$ cat src/rtl/pdp8_pin_bridge.sv
// Bridge between the PDP-8 multiplexed 8-bit pin bus and a req/ack SRAM port plus an IO port.
// Decodes address halves, nibble writes and IO select; returns read data one nibble at a time.
module pdp8_pin_bridge #(
  parameter int AW = 12,
  parameter int DW = 12
) (
  input  logic          clk,
  input  logic          rst,
  input  logic [7:0]    cpu_out,
  output logic [3:0]    cpu_din,
  output logic          mem_req,
  output logic          mem_we,
  output logic [AW-1:0] mem_addr,
  output logic [DW-1:0] mem_wdata,
  input  logic [DW-1:0] mem_rdata,
  input  logic          mem_ack,
  output logic          io_mode,
  output logic [4:0]    io_sel,
  output logic          io_wr,
  output logic [DW-1:0] io_wdata,
  input  logic [DW-1:0] io_rdata,
  output logic          busy,
  output logic          overrun
);

  typedef enum logic {IDLE, REQ} state_e;

  state_e        state_q, state_d;
  logic [AW-1:0] addr_q;
  logic [DW-1:0] wbuf_q;
  logic [DW-1:0] rdBuf_q, rdBuf_d;
  logic [4:0]    ioSel_q;
  logic          ioMode_q;
  logic          ioWr_q;
  logic [DW-1:0] ioWdata_q;
  logic          overrun_q, overrun_d;
  logic          memWe_q, memWe_d;
  logic [AW-1:0] memAddr_q, memAddr_d;
  logic [DW-1:0] memWdata_q, memWdata_d;
  logic          pendValid_q, pendValid_d;
  logic          pendWe_q, pendWe_d;
  logic [AW-1:0] pendAddr_q, pendAddr_d;
  logic [DW-1:0] pendWdata_q, pendWdata_d;

  logic          isAddrHi, isAddrLo, isIoSel, isNibWr, isCommit;
  logic [DW-1:0] commitWord;
  logic          newReq, newWe;
  logic [AW-1:0] newAddr;
  logic          toSlot;
  logic [DW-1:0] dinSrc;

  assign isAddrHi   = (cpu_out[7:6] == 2'b11);
  assign isAddrLo   = (cpu_out[7:6] == 2'b10);
  assign isIoSel    = (cpu_out[7:5] == 3'b011);
  assign isNibWr    = !cpu_out[7] && (cpu_out[6:5] != 2'b11) && cpu_out[4];
  assign isCommit   = isNibWr && (cpu_out[6:5] == 2'b10);
  assign commitWord = {wbuf_q[11:4], cpu_out[3:0]};

  // A low-address write both latches the address and launches a read of the new address.
  assign newReq  = isAddrLo || (isCommit && !ioMode_q);
  assign newWe   = isCommit;
  assign newAddr = isAddrLo ? {addr_q[11:6], cpu_out[5:0]} : addr_q;

  always_ff @(posedge clk) begin
    if (rst) begin
      addr_q    <= '0;
      wbuf_q    <= '0;
      ioMode_q  <= 1'b0;
      ioSel_q   <= '0;
      ioWr_q    <= 1'b0;
      ioWdata_q <= '0;
    end else begin
      ioWr_q <= isCommit && ioMode_q;
      if (isAddrHi) begin
        addr_q[11:6] <= cpu_out[5:0];
        ioMode_q     <= 1'b0;
      end
      if (isAddrLo) begin
        addr_q[5:0] <= cpu_out[5:0];
        ioMode_q    <= 1'b0;
      end
      if (isIoSel) begin
        ioMode_q <= 1'b1;
        ioSel_q  <= cpu_out[4:0];
      end
      if (isNibWr) begin
        case (cpu_out[6:5])
          2'b00:   wbuf_q[11:8] <= cpu_out[3:0];
          2'b01:   wbuf_q[7:4]  <= cpu_out[3:0];
          default: wbuf_q[3:0]  <= cpu_out[3:0];
        endcase
      end
      if (isCommit && ioMode_q) ioWdata_q <= commitWord;
    end
  end

  always_ff @(posedge clk) begin
    if (rst) begin
      state_q     <= IDLE;
      rdBuf_q     <= '0;
      overrun_q   <= 1'b0;
      memWe_q     <= 1'b0;
      memAddr_q   <= '0;
      memWdata_q  <= '0;
      pendValid_q <= 1'b0;
      pendWe_q    <= 1'b0;
      pendAddr_q  <= '0;
      pendWdata_q <= '0;
    end else begin
      state_q     <= state_d;
      rdBuf_q     <= rdBuf_d;
      overrun_q   <= overrun_d;
      memWe_q     <= memWe_d;
      memAddr_q   <= memAddr_d;
      memWdata_q  <= memWdata_d;
      pendValid_q <= pendValid_d;
      pendWe_q    <= pendWe_d;
      pendAddr_q  <= pendAddr_d;
      pendWdata_q <= pendWdata_d;
    end
  end

  always_comb begin
    state_d     = state_q;
    rdBuf_d     = rdBuf_q;
    overrun_d   = overrun_q;
    memWe_d     = memWe_q;
    memAddr_d   = memAddr_q;
    memWdata_d  = memWdata_q;
    pendValid_d = pendValid_q;
    pendWe_d    = pendWe_q;
    pendAddr_d  = pendAddr_q;
    pendWdata_d = pendWdata_q;
    toSlot      = 1'b0;
    unique case (state_q)
      IDLE: begin
        if (newReq) begin
          state_d    = REQ;
          memWe_d    = newWe;
          memAddr_d  = newAddr;
          memWdata_d = commitWord;
        end
      end
      REQ: begin
        if (mem_ack) begin
          rdBuf_d = memWe_q ? memWdata_q : mem_rdata;
          // The slot issues first; a request arriving on the same edge takes its place.
          if (pendValid_q) begin
            memWe_d     = pendWe_q;
            memAddr_d   = pendAddr_q;
            memWdata_d  = pendWdata_q;
            pendValid_d = 1'b0;
            toSlot      = newReq;
          end else if (newReq) begin
            memWe_d    = newWe;
            memAddr_d  = newAddr;
            memWdata_d = commitWord;
          end else begin
            state_d = IDLE;
          end
        end else begin
          toSlot = newReq;
        end
      end
    endcase
    // A held read is always superseded; a held write wins and a second write is lost.
    if (toSlot) begin
      if (!pendValid_d || !pendWe_d) begin
        pendValid_d = 1'b1;
        pendWe_d    = newWe;
        pendAddr_d  = newAddr;
        pendWdata_d = commitWord;
      end else if (newWe) begin
        overrun_d = 1'b1;
      end
    end
  end

  always_comb begin
    dinSrc  = ioMode_q ? io_rdata : rdBuf_q;
    cpu_din = 4'h0;
    if (!cpu_out[7]) begin
      case (cpu_out[6:5])
        2'b00:   cpu_din = dinSrc[11:8];
        2'b01:   cpu_din = dinSrc[7:4];
        2'b10:   cpu_din = dinSrc[3:0];
        default: cpu_din = 4'h0;
      endcase
    end
  end

  assign mem_req   = (state_q == REQ);
  assign mem_we    = memWe_q;
  assign mem_addr  = memAddr_q;
  assign mem_wdata = memWdata_q;
  assign io_mode   = ioMode_q;
  assign io_sel    = ioSel_q;
  assign io_wr     = ioWr_q;
  assign io_wdata  = ioWdata_q;
  assign busy      = (state_q != IDLE) || pendValid_q;
  assign overrun   = overrun_q;

endmodule

$ cat config.mk
export PLATFORM = sky130hd
export DESIGN_NAME = pdp8_pin_bridge
export DESIGN_NICKNAME = d
export VERILOG_FILES = /design/src/rtl/pdp8_pin_bridge.sv
export SDC_FILE = /design/constraint.sdc
export NUM_CORES = 1
export LEC_CHECK = 0
export CORE_MARGIN = 3
export CORE_UTILIZATION = 56
export DETAILED_ROUTE_END_ITERATION = 10
export PLACE_DENSITY = 0.95
export SLEW_MARGIN = 20
export SYNTH_ARGS = -nofsm -noshare
export SYNTH_HDL_FRONTEND = slang
export SYNTH_SLANG_ARGS = --single-unit
$ cat constraint.sdc
create_clock -name clk -period 6.2 [get_ports clk]
set_clock_uncertainty 0.2 [all_clocks]
set_input_delay 0.93 -clock clk [delete_from_list [all_inputs] [get_ports clk]]
set_output_delay 0.93 -clock clk [all_outputs]
set_load 0.05 [all_outputs]
Word-level counts from Yosys, hierarchy flattened
Cells that the tools add are included.

Equal/unequal tests: 7. Mux-type cells: 31. Reduce and logical (&&, ||, !) cells: 19. Bitwise gates (word level): 2.

Operator list (number): two-way mux 12 bit (8); case mux 12 bit (2 select lines) (2); two-way mux 1 bit (16); case mux 4 bit (3 select lines) (1); AND reduction 2 bit (4); equality test 2 bit, second input constant (3); two-way mux 6 bit (1); logical AND 1 bit (5); zero test 1 bit (4); two-way mux 4 bit (1); != test 2 bit, second input constant (2); case mux 1 bit (2 select lines) (2); equality test 3 x 2 -> 1 bit, second input constant (1); logical OR 1 bit (3); AND reduction 3 bit (1); nonzero test 3 bit (1); equality test 2 x 1 -> 1 bit, second input constant (1); zero test 2 bit (1); NOT 1 bit (2).

Bits of input ports: 35. Register bits: 104. Output and inout port bits: 51. Word-level logic and storage cells: 77.

Depth between registers and ports, before layout
Depth in word-level cells: 10. Depth in mapped cells: 7. Gate-level depth less buffers: 4.

Worst setup path before layout
Ideal clock, no wire load.

Path kind: input port to output port. From: in cpu_out[6]. To: out cpu_din[0]. Data arrival time: 2.717 ns. Buffers on the path: 2. Path slack: 2.353 ns. Required time: 5.070 ns. Stages on the path: 4. Cell sequence: buf_2 -> clkbuf_1 -> a21o_1 -> a211oi_1.

Longest elaborated chain between the ends: 3. Elaborated cells on any way between the ends: 5. Classes of those cells: 2 x eq/ne; 2 x mux; 1 x reduce/logical.

RTL lines: from (decl) (line 9) `input logic [7:0] cpu_out,`; equality test 2 bit (tied with other cells) (line 183) `case (cpu_out[6:5])`; case mux 4 bit (3 select lines) * (line 183); two-way mux 4 bit * (line 182) `if (!cpu_out[7]) begin`; to (decl) (line 10) `output logic [3:0] cpu_din,`.

Mark *: on every way between the ends. The rest lies on a longest branch, timed or not.

Worst setup path after layout
From: in cpu_out[6]. To: out cpu_din[2].

Same word-level chain as after synthesis.

==> flow_metrics.env <==
export IMPL_outcome="complete, no violations"
export IMPL_end_kind="output port"
export IMPL_grt_pass1_wl_mm=19.09
export IMPL_drc_errors=0
export IMPL_place_congestion=0.8334
export IMPL_insertion_delay_ns=0.36
export IMPL_hold_slack_ns=0.2603
export IMPL_synthCells=494
export IMPL_path_clk_slew_ns=0.09
export IMPL_crit_start="cpu_out[6]"
export IMPL_stdcell_area_um2=5575
export IMPL_p_switching_w=0.0003833
export IMPL_ant_nets=0
export IMPL_diodes=0
export IMPL_path_cells="clkdlybuf4s50_1 > nor2b_1 > a21oi_1 > a211oi_1 > clkdlybuf4s50_1"
export IMPL_setup_tns_final_ns=0
export IMPL_pwr_share_seq_pct=51.0
export IMPL_cp_required_ns=5.07
export IMPL_h_tree_depth=3
export IMPL_drv_slew=0
export IMPL_p_sw_share_pct=27.29
export IMPL_nNetsFinal=590
export IMPL_worstPathArrival_ns=3.64
export IMPL_syn_area_um2=4504
export IMPL_hold_start="io_wdata[11]"
export IMPL_cts_buffers=9
export IMPL_finalNonFillerCells=662
export IMPL_path_depth=5
export IMPL_grt_use_total_pct=27.05
export IMPL_p_leak_nw=2.038
export IMPL_hold_depth=2
export IMPL_ys_seq_elements=104
export IMPL_ys_seq_area_share_pct=46.22
export IMPL_cts_tree="done"
export IMPL_grt_pass1_vias=3721
export IMPL_placedCellCount=646
export IMPL_drive_gt1_share_pct=9.286
export IMPL_critPathKind="input port to output port"
export IMPL_seqCellArea_um2=2082
export IMPL_multi_input_area_um2=2231
export IMPL_initial_core_util_pct=57.99
export IMPL_fillers=531
export IMPL_cp_slowest_stage_delay_ns=0.86
export IMPL_drv_cap=0
export IMPL_yosys_warnings=0
export IMPL_grt_ovfl_total=0
export IMPL_r2r_start="pendValid_q"
export IMPL_slowest_stage="clkdlybuf4s50_1"
export IMPL_post_route_period_util_pct=76.95
export IMPL_die_area_um2=9156
export IMPL_worst_path_buf_inv=2
export IMPL_die_y_um=95.69
export IMPL_wl_per_cell_um=18.41
export IMPL_grt_antenna_before_repair=0
export IMPL_hpwl_mm=8.073
export IMPL_grt_max_degree=100
export IMPL_p_per_area_nw_per_um2=251.9
export IMPL_synth_distinct_cells=34
export IMPL_relSlewSlack_pct=28.05
export IMPL_cts_root_buf="clkbuf_8"
export IMPL_critPathTopFamily="buffers and inverters"
export IMPL_path_common_cell="clkdlybuf4s50_1"
export IMPL_place_area_um2=5354
export IMPL_cp_max_fo=11
export IMPL_fmax_mhz=209.6
export IMPL_synth_net_count=529
export IMPL_hold_path_class="flip-flop to flip-flop"
export IMPL_num_vias=3983
export IMPL_row_count=32
export IMPL_start_kind="input port"
export IMPL_rr_worst_depth=4
export IMPL_period_needed_ns=4.771
export IMPL_clkPwrFrac_pct=32.9
export IMPL_area_growth_pct=23.78
export IMPL_tightestPinTransition_ns=1.076
export IMPL_port_buffers=85
export IMPL_first_iter_violations=412
export IMPL_dr_pass1_iters=5
export IMPL_cts_setup_buffers=0
export IMPL_totalWireLength_mm=12.19
export IMPL_final_hold_violation_count=0
export IMPL_cts_hold_buf=0
export IMPL_syn_area_per_cell_um2=9.118
export IMPL_p_int_w=0.001021
export IMPL_setup_viol=0
export IMPL_fp_coreArea_um2=7767
export IMPL_num_io_pins=86
export IMPL_cts_resized=0
export IMPL_rsz0062_at_grt="false"
export IMPL_clockBufferDepth=2
export IMPL_ir_worst_vdd_mv=0.1427
export IMPL_comb_power_share_pct=16.1
export IMPL_fin_util_pct=71.78
export IMPL_viasPerCell=6.017
export IMPL_die_w_um=95.69
export IMPL_cts_sinks=104
==> power by group through the flow <==
stage          clock network, W  registers (W)  logic, W
4_1_cts                0.000464       0.000715  0.000225
5_1_grt                0.000490       0.000719  0.000240
3_3_place_gp                  0       0.000729  0.000218
6_report               0.000462       0.000716  0.000226
3_5_place_dp                  0       0.000730  0.000223
2_1_floorplan                 0       0.000772  0.000100
==> state kept, by name, summed over array words and instances, names as in the netlist <==
register	count
addr_q	12
io_wdata	12
mem_addr	12
mem_wdata	12
pendAddr_q	12
pendWdata_q	12
rdBuf_q	12
wbuf_q	8
io_sel	5
io_mode	1
io_wr	1
mem_req	1
mem_we	1
overrun	1
pendValid_q	1
pendWe_q	1
==> worst reg2reg max path, stage by stage, from the launching register on <==
cell and delay (ns):
dfxtp_1 0.52, nand3_1 0.81, o21ai_1 0.93, buf_4 0.37, o221a_2 0.22
==> worst paths after layout <==
check / end / slack [ns]
max: cpu_din[2] / 1.43
min: io_wdata[11] / 0.26
min reg2reg: io_wdata[11] / 0.26
max reg2reg: mem_wdata[4] / 3.09
==> metrics by stage <==
step / worst slack (ns) / power [W]
2_1_floorplan: 2.353 / 0.0008727
3_3_place_gp: 1.632 / 0.0009467
3_5_place_dp: 1.479 / 0.0009533
4_1_cts: 1.474 / 0.001404
5_1_grt: 1.309 / 0.001450
6_report: 1.429 / 0.001404
==> layout make-up <==
cell class	count	area share, %
Clock inverter	5	1.436
Clock buffer	11	2.536
Tap cell	102	2.289
Multi-Input combinational cell	345	40.01
Timing Repair Buffer	93	16.25
Sequential cell	104	37.34
Inverter	2	0.1346
==> cell usage in the layout (no fill, tap or decap), types with 10 or more instances in the layout <==
cell	n
nand3_1	19
clkdlybuf4s50_1	84
a211oi_1	27
dfxtp_1	104
mux2i_1	51
o221a_2	18
nand2b_1	38
a21oi_1	33
clkbuf_8	10
nand2_1	36
nor2_1	79
==> logic make-up after synthesis <==
kind of cell	count (synthesis)	synth area share (%)
buf+inv	45	4.389
mux	57	12.83
flops	104	46.22
simple gates	188	19.69
compound gates	100	16.86
==> cell usage after synthesis <==
library cell	count	area, µm²
o32ai_1	6	52.55
dfxtp_1	104	2082
o21a_4	1	15.01
nor2_1	79	296.5
o22ai_1	1	6.260
nor2b_1	8	50.05
nor4b_1	1	8.760
nor4bb_1	1	10.01
o21a_1	6	45.04
o21ai_1	1	5.000
inv_1	2	7.510
nand4bb_1	1	11.26
buf_6	3	33.78
nand2_1	36	135.1
o221a_2	18	202.7
nor4b_2	1	15.01
nor3_1	1	5.000
buf_2	5	25.02
a311oi_4	1	26.28
clkbuf_1	35	131.4
mux2_1	1	11.26
mux2i_1	51	510.5
a211oi_1	27	202.7
a31oi_1	1	6.260
nand2b_1	38	237.7
a21o_1	1	7.510
mux2_2	5	56.30
and3b_1	1	8.760
o211a_1	1	10.01
or2_2	1	6.260
nand3_1	19	95.09
o21ai_0	3	15.01
a21oi_1	33	165.2
nand3b_1	1	7.510
==> routing by layer <==
layer / GRT usage (%) / wire (µm) / vias to the layer above
met4: 12.09 / 350 / 0
met1: 35.03 / 4923 / 1872
met3: 4.025 / 1078 / 32
met2: 44.53 / 5836 / 231
li1: - / - / 1848
met5: 0 / 0 / -
Power figures use the tool's default switching activity.
